$ cat src/rtl/hv_abist_pkg.sv
`default_nettype none
// ============================================================================
// hv_abist_pkg : shared types and constants for the HV analog BIST sequencer
// Rev 1.0
// ============================================================================
package hv_abist_pkg;

  typedef enum logic [2:0] {
    ST_IDLE    = 3'd0,
    ST_SEEK    = 3'd1,
    ST_DRIVE   = 3'd2,
    ST_RELEASE = 3'd3,
    ST_GAP     = 3'd4,
    ST_DONE    = 3'd5
  } bist_st_e;

  // Default item windows, expressed in system clock cycles (CLK_M = clock in MHz)
  localparam int CLK_M      = 50;
  localparam int c_win_70us = 70 * CLK_M;
  localparam int c_win_1us  = 1 * CLK_M;
  localparam int c_win_4us  = 4 * CLK_M;

  localparam logic [9:0] c_adc_win_lo = 10'h1F8;
  localparam logic [9:0] c_adc_win_hi = 10'h207;

  function automatic logic in_adc_win(input logic [9:0] code);
    return (code >= c_adc_win_lo) && (code <= c_adc_win_hi);
  endfunction

endpackage
`default_nettype wire

$ cat src/rtl/hv_abist_seq_if.sv
`default_nettype none
// ============================================================================
// hv_abist_seq_if : register-bank / analog-side bundle of the HV BIST sequencer
// Rev 1.0
// ============================================================================
interface hv_abist_seq_if #(
  parameter int ITEM_NUM = 6,
  parameter int CNT_W    = 12,
  parameter int RETRY_W  = 2,
  parameter int SEL_W    = (ITEM_NUM > 1) ? $clog2(ITEM_NUM) : 1
);
  logic                      i_bist_en;
  logic [ITEM_NUM-1:0]       i_item_mask;
  logic [ITEM_NUM*CNT_W-1:0] i_item_win;
  logic [RETRY_W-1:0]        i_retry_num;
  logic                      i_stop_on_fail;
  logic [ITEM_NUM-1:0]       i_det;
  logic [ITEM_NUM-1:0]       o_bist_drv;
  logic [ITEM_NUM-1:0]       o_bist_pass;
  logic [ITEM_NUM-1:0]       o_bist_fail;
  logic [ITEM_NUM-1:0]       o_bist_stuck;
  logic                      o_bist_busy;
  logic                      o_bist_done;
  logic                      o_lbist_en;
  logic [SEL_W-1:0]          o_cur_item;

  modport master (
    output i_bist_en, i_item_mask, i_item_win, i_retry_num, i_stop_on_fail, i_det,
    input  o_bist_drv, o_bist_pass, o_bist_fail, o_bist_stuck,
           o_bist_busy, o_bist_done, o_lbist_en, o_cur_item
  );

  modport slave (
    input  i_bist_en, i_item_mask, i_item_win, i_retry_num, i_stop_on_fail, i_det,
    output o_bist_drv, o_bist_pass, o_bist_fail, o_bist_stuck,
           o_bist_busy, o_bist_done, o_lbist_en, o_cur_item
  );
endinterface
`default_nettype wire

$ cat src/rtl/hv_abist_seq.sv
`default_nettype none
// ============================================================================
// hv_abist_seq : walks the enabled HV analog self-test items, pulses each
//                stimulus and grades detect assertion / release per item.
// Rev 1.0
// ============================================================================
module hv_abist_seq
  import hv_abist_pkg::*;
#(
  parameter int ITEM_NUM = 6,
  parameter int CNT_W    = 12,
  parameter int REL_TO   = 255,
  parameter int RETRY_W  = 2,
  parameter int SEL_W    = (ITEM_NUM > 1) ? $clog2(ITEM_NUM) : 1
) (
  input  logic          i_clk,
  input  logic          i_rst,
  hv_abist_seq_if.slave bus
);
  // One spare bit so the walk index can reach ITEM_NUM (end of list)
  localparam int IDX_W = SEL_W + 1;

  bist_st_e            r_state, w_state_nxt;
  logic [IDX_W-1:0]    r_sel, w_sel_nxt;
  logic [CNT_W-1:0]    r_cnt, w_cnt_nxt;
  logic [RETRY_W-1:0]  r_retry, w_retry_nxt;
  logic                r_hit, w_hit_nxt;
  logic [ITEM_NUM-1:0] r_pass, w_pass_nxt;
  logic [ITEM_NUM-1:0] r_fail, w_fail_nxt;
  logic [ITEM_NUM-1:0] r_stuck, w_stuck_nxt;
  logic [ITEM_NUM-1:0] r_drv, w_drv_nxt;
  logic                r_busy, w_busy_nxt;
  logic                r_done, w_done_nxt;
  logic                r_lbist, w_lbist_nxt;

  logic [SEL_W-1:0]    w_sel_i;
  logic [CNT_W-1:0]    w_win;
  logic [CNT_W-1:0]    w_cnt_inc;
  logic                w_det;
  logic                w_last;
  logic                w_hit_now;
  logic                w_item_done;

  assign w_sel_i   = r_sel[SEL_W-1:0];
  assign w_det     = bus.i_det[w_sel_i];
  assign w_win     = bus.i_item_win[int'(w_sel_i)*CNT_W +: CNT_W];
  assign w_cnt_inc = (&r_cnt) ? r_cnt : r_cnt + CNT_W'(1);
  // Last drive cycle once cnt+1 covers the window; a zero window still drives once
  assign w_last    = ({1'b0, r_cnt} + (CNT_W+1)'(1)) >= {1'b0, w_win};
  assign w_hit_now = r_hit | w_det;

  always_ff @(posedge i_clk or posedge i_rst) begin
    if (i_rst) r_state <= ST_IDLE;
    else       r_state <= w_state_nxt;
  end

  always_comb begin
    w_state_nxt = r_state;
    w_sel_nxt   = r_sel;
    w_cnt_nxt   = r_cnt;
    w_retry_nxt = r_retry;
    w_hit_nxt   = r_hit;
    w_pass_nxt  = r_pass;
    w_fail_nxt  = r_fail;
    w_stuck_nxt = r_stuck;
    w_item_done = 1'b0;
    if (!bus.i_bist_en) begin
      w_state_nxt = ST_IDLE;
    end else begin
      case (r_state)
        ST_IDLE: begin
          w_pass_nxt  = '0;
          w_fail_nxt  = '0;
          w_stuck_nxt = '0;
          w_sel_nxt   = '0;
          w_state_nxt = ST_SEEK;
        end
        ST_SEEK: begin
          if (r_sel == IDX_W'(ITEM_NUM)) begin
            w_state_nxt = ST_DONE;
          end else if (!bus.i_item_mask[w_sel_i]) begin
            w_sel_nxt = r_sel + IDX_W'(1);
          end else begin
            w_cnt_nxt   = '0;
            w_retry_nxt = '0;
            w_hit_nxt   = 1'b0;
            w_state_nxt = ST_DRIVE;
          end
        end
        ST_DRIVE: begin
          w_cnt_nxt = w_cnt_inc;
          w_hit_nxt = w_hit_now;
          if (w_last) begin
            w_cnt_nxt = '0;
            if (w_hit_now) begin
              w_state_nxt = ST_RELEASE;
            end else if (r_retry < bus.i_retry_num) begin
              w_retry_nxt = r_retry + RETRY_W'(1);
              w_state_nxt = ST_GAP;
            end else begin
              w_fail_nxt[w_sel_i] = 1'b1;
              w_state_nxt         = ST_RELEASE;
            end
          end
        end
        ST_GAP: begin
          w_cnt_nxt   = '0;
          w_hit_nxt   = 1'b0;
          w_state_nxt = ST_DRIVE;
        end
        ST_RELEASE: begin
          if (!w_det) begin
            if (!r_fail[w_sel_i]) w_pass_nxt[w_sel_i] = 1'b1;
            w_item_done = 1'b1;
          end else if (w_cnt_inc >= CNT_W'(REL_TO)) begin
            w_fail_nxt[w_sel_i]  = 1'b1;
            w_stuck_nxt[w_sel_i] = 1'b1;
            w_pass_nxt[w_sel_i]  = 1'b0;
            w_item_done          = 1'b1;
          end else begin
            w_cnt_nxt = w_cnt_inc;
          end
          if (w_item_done) begin
            if (bus.i_stop_on_fail && w_fail_nxt[w_sel_i]) begin
              w_state_nxt = ST_DONE;
            end else begin
              w_sel_nxt   = r_sel + IDX_W'(1);
              w_state_nxt = ST_SEEK;
            end
          end
        end
        ST_DONE:  w_state_nxt = ST_DONE;
        default:  w_state_nxt = ST_IDLE;
      endcase
    end
  end

  // Outputs are registered from the next-state view so they line up with the state
  always_comb begin
    w_drv_nxt = '0;
    if (w_state_nxt == ST_DRIVE) w_drv_nxt[w_sel_nxt[SEL_W-1:0]] = 1'b1;
    w_busy_nxt  = (w_state_nxt != ST_IDLE) && (w_state_nxt != ST_DONE);
    w_done_nxt  = (w_state_nxt == ST_DONE);
    w_lbist_nxt = w_done_nxt && !(|w_fail_nxt);
  end

  always_ff @(posedge i_clk or posedge i_rst) begin
    if (i_rst) begin
      r_sel   <= '0;
      r_cnt   <= '0;
      r_retry <= '0;
      r_hit   <= 1'b0;
      r_pass  <= '0;
      r_fail  <= '0;
      r_stuck <= '0;
      r_drv   <= '0;
      r_busy  <= 1'b0;
      r_done  <= 1'b0;
      r_lbist <= 1'b0;
    end else begin
      r_sel   <= w_sel_nxt;
      r_cnt   <= w_cnt_nxt;
      r_retry <= w_retry_nxt;
      r_hit   <= w_hit_nxt;
      r_pass  <= w_pass_nxt;
      r_fail  <= w_fail_nxt;
      r_stuck <= w_stuck_nxt;
      r_drv   <= w_drv_nxt;
      r_busy  <= w_busy_nxt;
      r_done  <= w_done_nxt;
      r_lbist <= w_lbist_nxt;
    end
  end

  assign bus.o_bist_drv   = r_drv;
  assign bus.o_bist_pass  = r_pass;
  assign bus.o_bist_fail  = r_fail;
  assign bus.o_bist_stuck = r_stuck;
  assign bus.o_bist_busy  = r_busy;
  assign bus.o_bist_done  = r_done;
  assign bus.o_lbist_en   = r_lbist;
  assign bus.o_cur_item   = r_sel[SEL_W-1:0];

endmodule
`default_nettype wire

$ cat src/flat_wrapper.sv
// flat-port wrapper written by rule: the top's interface ports become plain ports
module hv_abist_seq_flat import hv_abist_pkg::*;
#(
  parameter int ITEM_NUM = 6,
  parameter int CNT_W    = 12,
  parameter int REL_TO   = 255,
  parameter int RETRY_W  = 2,
  parameter int SEL_W    = (ITEM_NUM > 1) ? $clog2(ITEM_NUM) : 1
)
  (i_clk, i_rst, bus_i_bist_en, bus_i_item_mask, bus_i_item_win, bus_i_retry_num, bus_i_stop_on_fail, bus_i_det, bus_o_bist_drv, bus_o_bist_pass, bus_o_bist_fail, bus_o_bist_stuck, bus_o_bist_busy, bus_o_bist_done, bus_o_lbist_en, bus_o_cur_item);
  hv_abist_seq_if #(.ITEM_NUM(ITEM_NUM), .CNT_W(CNT_W), .RETRY_W(RETRY_W), .SEL_W(SEL_W)) bus_i ();
  input  logic i_clk;
  input  logic i_rst;
  input wire logic [$bits(bus_i.i_bist_en)-1:0] bus_i_bist_en;
  input wire logic [$bits(bus_i.i_item_mask)-1:0] bus_i_item_mask;
  input wire logic [$bits(bus_i.i_item_win)-1:0] bus_i_item_win;
  input wire logic [$bits(bus_i.i_retry_num)-1:0] bus_i_retry_num;
  input wire logic [$bits(bus_i.i_stop_on_fail)-1:0] bus_i_stop_on_fail;
  input wire logic [$bits(bus_i.i_det)-1:0] bus_i_det;
  output wire logic [$bits(bus_i.o_bist_drv)-1:0] bus_o_bist_drv;
  output wire logic [$bits(bus_i.o_bist_pass)-1:0] bus_o_bist_pass;
  output wire logic [$bits(bus_i.o_bist_fail)-1:0] bus_o_bist_fail;
  output wire logic [$bits(bus_i.o_bist_stuck)-1:0] bus_o_bist_stuck;
  output wire logic [$bits(bus_i.o_bist_busy)-1:0] bus_o_bist_busy;
  output wire logic [$bits(bus_i.o_bist_done)-1:0] bus_o_bist_done;
  output wire logic [$bits(bus_i.o_lbist_en)-1:0] bus_o_lbist_en;
  output wire logic [$bits(bus_i.o_cur_item)-1:0] bus_o_cur_item;
  assign bus_i.i_bist_en = bus_i_bist_en;
  assign bus_i.i_item_mask = bus_i_item_mask;
  assign bus_i.i_item_win = bus_i_item_win;
  assign bus_i.i_retry_num = bus_i_retry_num;
  assign bus_i.i_stop_on_fail = bus_i_stop_on_fail;
  assign bus_i.i_det = bus_i_det;
  assign bus_o_bist_drv = bus_i.o_bist_drv;
  assign bus_o_bist_pass = bus_i.o_bist_pass;
  assign bus_o_bist_fail = bus_i.o_bist_fail;
  assign bus_o_bist_stuck = bus_i.o_bist_stuck;
  assign bus_o_bist_busy = bus_i.o_bist_busy;
  assign bus_o_bist_done = bus_i.o_bist_done;
  assign bus_o_lbist_en = bus_i.o_lbist_en;
  assign bus_o_cur_item = bus_i.o_cur_item;
  hv_abist_seq #(.ITEM_NUM(ITEM_NUM), .CNT_W(CNT_W), .REL_TO(REL_TO), .RETRY_W(RETRY_W), .SEL_W(SEL_W)) u_core (.i_clk(i_clk), .i_rst(i_rst), .bus(bus_i));
endmodule
$ cat config.mk
export PLATFORM = sky130hd
export DESIGN_NAME = hv_abist_seq_flat
export DESIGN_NICKNAME = d
export VERILOG_FILES = /design/src/rtl/hv_abist_pkg.sv /design/src/rtl/hv_abist_seq_if.sv /design/src/rtl/hv_abist_seq.sv /design/src/flat_wrapper.sv
export SDC_FILE = /design/constraint.sdc
export NUM_CORES = 1
export LEC_CHECK = 0
export CAP_MARGIN = 20
export CORE_MARGIN = 2
export CORE_UTILIZATION = 47
export CTS_CLUSTER_SIZE = 14
export DETAILED_ROUTE_END_ITERATION = 10
export PLACE_DENSITY = 0.86
export SETUP_SLACK_MARGIN = 0.15
export SYNTH_ARGS = -nofsm -noshare
export SYNTH_HDL_FRONTEND = slang
export SYNTH_SLANG_ARGS = --single-unit
$ cat constraint.sdc
create_clock -name i_clk -period 8.2 [get_ports i_clk]
set_clock_uncertainty 0.2 [all_clocks]
set_input_delay 2.46 -clock i_clk [delete_from_list [all_inputs] [get_ports i_clk]]
set_output_delay 2.46 -clock i_clk [all_outputs]
set_load 0.02 [all_outputs]
# After elaboration in Yosys (flattened, before gate mapping)
# Cells that the tools add are included.
[op_classes]
magnitude_cmp = 7
add_sub_neg = 4
shifts = 1
multipliers = 1
n_eq_ne = 22
n_reduce_logical = 21
n_bitwise = 6
muxes = 64
[op_table]
columns = ["cell", "count"]
rows = [
  ["6-bit two-way mux", 14],
  ["12-bit two-way mux", 6],
  ["72-bit by 32-bit indexed part select with 12-bit output", 1],
  ["12-bit one-hot mux with 4 select lines", 1],
  ["3-bit two-way mux", 9],
  ["6-bit one-hot mux with 2 select lines", 2],
  ["6-bit bitwise OR", 3],
  ["3-bit one-hot mux with 6 select lines", 1],
  ["6-bit one-hot mux with 3 select lines", 1],
  ["4-bit two-way mux", 4],
  ["12-bit by 1-bit adder with 13-bit output (second input constant)", 1],
  ["13-bit by 12-bit greater-or-equal comparator with 1-bit output", 1],
  ["12-bit by 1-bit adder with 12-bit output (second input constant)", 1],
  ["1-bit binary-select mux with 3-bit select", 4],
  ["12-bit by 8-bit greater-or-equal comparator with 1-bit output (second input constant)", 1],
  ["1-bit two-way mux", 12],
  ["2-bit by 1-bit inequality test with 1-bit output (second input constant)", 6],
  ["4-bit one-hot mux with 3 select lines", 1],
  ["12-bit AND reduction", 1],
  ["4-bit AND reduction", 3],
  ["6-bit AND reduction", 2],
  ["2-bit two-way mux", 5],
  ["2-bit inequality test (second input constant)", 5],
  ["3-bit by 2-bit == test with 1-bit output (second input constant)", 3],
  ["other kinds (25)", 38],
]
[word_totals]
wordCells = 139
ff_bits = 49
inputBits = 90
out_inout_bits = 30

# Depth between registers and ports, before layout
[logic_depth]
word_depth = 21
depth_mapped = 16
ltp_nobuf = 14

# Worst setup path before layout
# Ideal clock, no wire load.
[synth_path]
kind = "in2reg"
startpoint = "in bus_i_item_win[46]"
endpoint = "reg u_core.r_lbist (netlist: u_core.bus.o_lbist_en)"
stages = 12
setup_time_ns = 0.096
arrival_ns = 5.173
path_slack_ns = 2.731
path_buffers = 0
t_required_ns = 7.904
path_cell_list = "a22o_1 a221o_1 a221oi_1 ha_1 a2111oi_0 o221ai_1 a41oi_1 o21ai_1 nand2_1 o211ai_1 or4b_1 nor4_2"
[synth_via]
elab_chain_cells = 8
elab_cells_between_ends = 12
cone_classes = "order compare (1); eq/ne (1); shift (1); mux (6); reduce/logical (3)"
[synth_rtl]
columns = ["item", "line_no", "text"]
rows = [
  ["start: declaration", "flat_wrapper.sv:16", "input wire logic [$bits(bus_i.i_item_win)-1:0] bus_i_item_win;"],
  ["72-bit by 32-bit indexed part select with 12-bit output", "hv_abist_seq.sv:46", "assign w_win = bus.i_item_win[int'(w_sel_i)*CNT_W +: CNT_W];"],
  ["13-bit by 12-bit greater-or-equal comparator with 1-bit output", "hv_abist_seq.sv:49", "assign w_last = ({1'b0, r_cnt} + (CNT_W+1)'(1)) >= {1'b0, w_win};"],
  ["6-bit two-way mux", "hv_abist_seq.sv:93", "if (w_last) begin"],
  ["6-bit one-hot mux with 3 select lines", "hv_abist_seq.sv:70", "case (r_state)"],
  ["6-bit two-way mux", "hv_abist_seq.sv:67", "if (!bus.i_bist_en) begin"],
  ["via u_core.w_fail_nxt[0]", "hv_abist_seq.sv:29", "logic [ITEM_NUM-1:0] r_fail, w_fail_nxt;"],
  ["6-bit OR reduction", "hv_abist_seq.sv:144", "w_lbist_nxt = w_done_nxt && !(|w_fail_nxt);"],
  ["1-bit zero test", "hv_abist_seq.sv:144", ""],
  ["1-bit logical AND", "hv_abist_seq.sv:144", ""],
  ["via u_core.w_lbist_nxt", "hv_abist_seq.sv:34", "logic r_lbist, w_lbist_nxt;"],
  ["end signal: assignment", "hv_abist_seq.sv:171", "r_lbist <= w_lbist_nxt;"],
  ["end: declaration", "hv_abist_seq.sv:34", ""],
]
# The timed path passes the listed nets, and every way through them passes these cells.
# A chain may end at the register's enable or synchronous reset.

# Worst setup path after layout
# Same ends and word-level chain as after synthesis.

==> impl_metrics.yaml <==
logic_synthesis:
  synthFlopType: "dfrtp_1"
  syn_area_mm2: 0.00393
  synthDistinctLibCells: 70
  yosys_warnings: 0
  syn-num-nets: 566
  seq_area_frac_synth_pct: 31.2
  synth.most_common_cell: "dfrtp_1"
  ys_top_cells_by_count: "dfrtp_1, nand2_1, nor2_1, a21oi_1, o21ai_0"
  synth-edff-count: 0
  async_flop_share_pct: 100
  synth_top_area_share_pct: 31.2
  synth_area_per_cell_um2: 8.54
  synth_top_area_cell: "dfrtp_1"
  ys_top_cells_by_area: "dfrtp_1, ha_1, nand2_1, nor2_1, a22oi_1"
  syn-instance-count: 460
  ys_seq_elements: 49
power:
  cellPowerDensity_mw_per_mm2: 212
  fin_total_pwr_mw: 1.12
  max-vdd-ir-drop_mv: 0.171
  leakage_nw: 2.17
drt:
  viasPerCell: 6.25
  drt_iter0_drc: 219
  drc: 0
  dr.pass1.iters: 5
  wirelength_um: 12400
  vias: 4167
  drtAntennaViolNets: 0
  wire_per_inst_um: 18.6
timing:
  tightest_slew_ps: 1040
  finalCriticalPeriod_ps: 6180
  tns_ps: 0
  max_slew_margin_pct: 30.5
  whs_ps: 307
  rsz0062_at_grt: "false"
  worst_slack_ps: 2020
  finalHoldViolations: 0
  setup_viol: 0
  min_period_over_period_pct: 75.3
  fmax_ghz: 0.162
  drv_slew: 0
global_route:
  grt_use_total_pct: 27.4
  grt.overflow.total: 0
  grt_pass1_wl_um: 19700
  first_global_vias: 4092
  grt_max_degree: 50
  antenna_found_initial: 0
placement:
  hpwlAfterDp_um: 9360
  port-buffer-count: 119
  pre_cts_slack_ps: 1790
  gp_congestion: 0.928
  dpl_cell_area_mm2: 0.00514
  dp.cells: 659
critical_path:
  critPathMaxStageDelay_ps: 560
  cp_slowest_cell: "or4b_1"
  arrival_ps: 6190
  cp_max_fo: 7
  crit_path_cell_trace: "clkdlybuf4s50_1 > a22o_1 > a221o_1 > a221oi_1 > ha_1 > a2111oi_0 > o221ai_1 > a41oi_1 > o21ai_1 > nand2_1 > o211ai_1 > or4b_1 > nor4_2"
  cp-end-kind: "flop"
  setup.worst_path.start_class: "input port"
  crit_type: "input port to flop"
  crit_required_ps: 8210
floorplan:
  num_rows: 33
  chipHeight_um: 95.4
  io_pins: 120
  dieArea_mm2: 0.00911
  fp.coreArea_mm2: 0.00818
  dieWidth_um: 95.4
  start_util_pct: 48.1
layout:
  fin_cells: 667
  drive_gt1_share_pct: 7.30
  area_delta_synth_final_pct: 33.7
  fillers: 690
  final_cell_area_mm2: 0.00525
  n_antenna_cell: 0
  fin_util_pct: 64.3
  nets: 668
cts:
  clock-sinks: 49
  cts_resized: 0
  clk_path_buf_depth: 2
  cts_hold_buf: 0
  post-cts-setup-buffers: 0
  cts_tree: "yes"
  clkTransAtPathRegs_ps: 90
  htreeDepth: 2
  cts_made_buffers: 5
  clk_latency_ps: 300
  cts-root-buf: "clkbuf_8"
flow_run:
  cap_violations: 0
outcome:
  status: "finished clean"
worst_hold_path:
  hold_class: "flop to flop"
-- path summary, 6_finish.rpt --
check	from	cells after the start	slack, ps	to
max	bus_i_item_win[46]	13	2020	u_core.bus.o_lbist_en$_DFF_PP0_
min	u_core.bus.o_bist_stuck[4]$_DFFE_PP0P_	2	310	u_core.bus.o_bist_stuck[4]$_DFFE_PP0P_
max reg2reg	u_core.r_sel[1]$_DFF_PP0_	13	3050	u_core.bus.o_lbist_en$_DFF_PP0_
min reg2reg	u_core.bus.o_bist_stuck[4]$_DFFE_PP0P_	2	310	u_core.bus.o_bist_stuck[4]$_DFFE_PP0P_
max in group asynchronous	i_rst	3	5100	u_core.bus.o_bist_stuck[1]$_DFFE_PP0P_
min in group asynchronous	i_rst	2	2200	u_core.r_sel[2]$_DFF_PP0_
-- power by group --
part,switching [mW],total [mW],internal (mW)
clock,0.0831,0.150,0.0669
combinational,0.374,0.646,0.272
sequential,0.0538,0.320,0.267
-- layer usage --
metal	track usage (%)	vias to the layer above	wire length (um)	share of wire, %
li1	-	1929	-	-
met3	5.77	32	1130	9.1
met5	0	-	0	0
met2	47.2	199	6150	50
met1	33.9	2007	4870	39
met4	9.64	0	272	2.2
-- layout make-up --
type	count	area, um2	area share (%)
timing repair buffer	125	1250	23.8
multi-input combinational	368	2510	47.7
clock buffer	6	82.6	1.57
sequential	49	1230	23.3
clock inverter	1	7.51	0.143
tap	105	131	2.50
inverter	13	48.8	0.929
-- cells in the final DEF (no fill, tap or decap), drive strengths merged, types with 13 or more instances in the layout --
cell,count
nor2,44
nor3b,13
clkdlybuf4s50,119
nand2,48
dfrtp,49
a22oi,17
ha,16
o21ai,26
inv,13
a21oi,23
-- critical path, delay by kind of cell --
kind / cells / cell delay [ps]
buffers and inverters: 1 / 400
adder cells (fa/ha/maj): 1 / 310
AND/OR/NAND/NOR: 3 / 950
AO/OA/AOI/OAI: 8 / 2070
-- kinds of logic after synthesis --
group                    synth area share [%]
AND/OR/NAND/NOR                          24.9
AO/OA/AOI/OAI                            29.4
flip-flops                               31.2
buffers and inverters                    5.19
adder cells (fa/ha/maj)                  5.10
XOR/XNOR                                 2.68
multiplexers                             1.50
-- registers in the layout, summed over array words and instances, names as in the netlist --
register / cells
u_core.bus.o_bist_busy: 1
u_core.r_hit: 1
u_core.bus.o_bist_drv: 6
u_core.r_cnt: 12
u_core.r_sel: 4
u_core.r_retry: 2
u_core.bus.o_bist_fail: 6
u_core.bus.o_lbist_en: 1
u_core.bus.o_bist_stuck: 6
u_core.bus.o_bist_pass: 6
u_core.bus.o_bist_done: 1
u_core.r_state: 3
No activity file was read; power rests on OpenSTA's default activity.
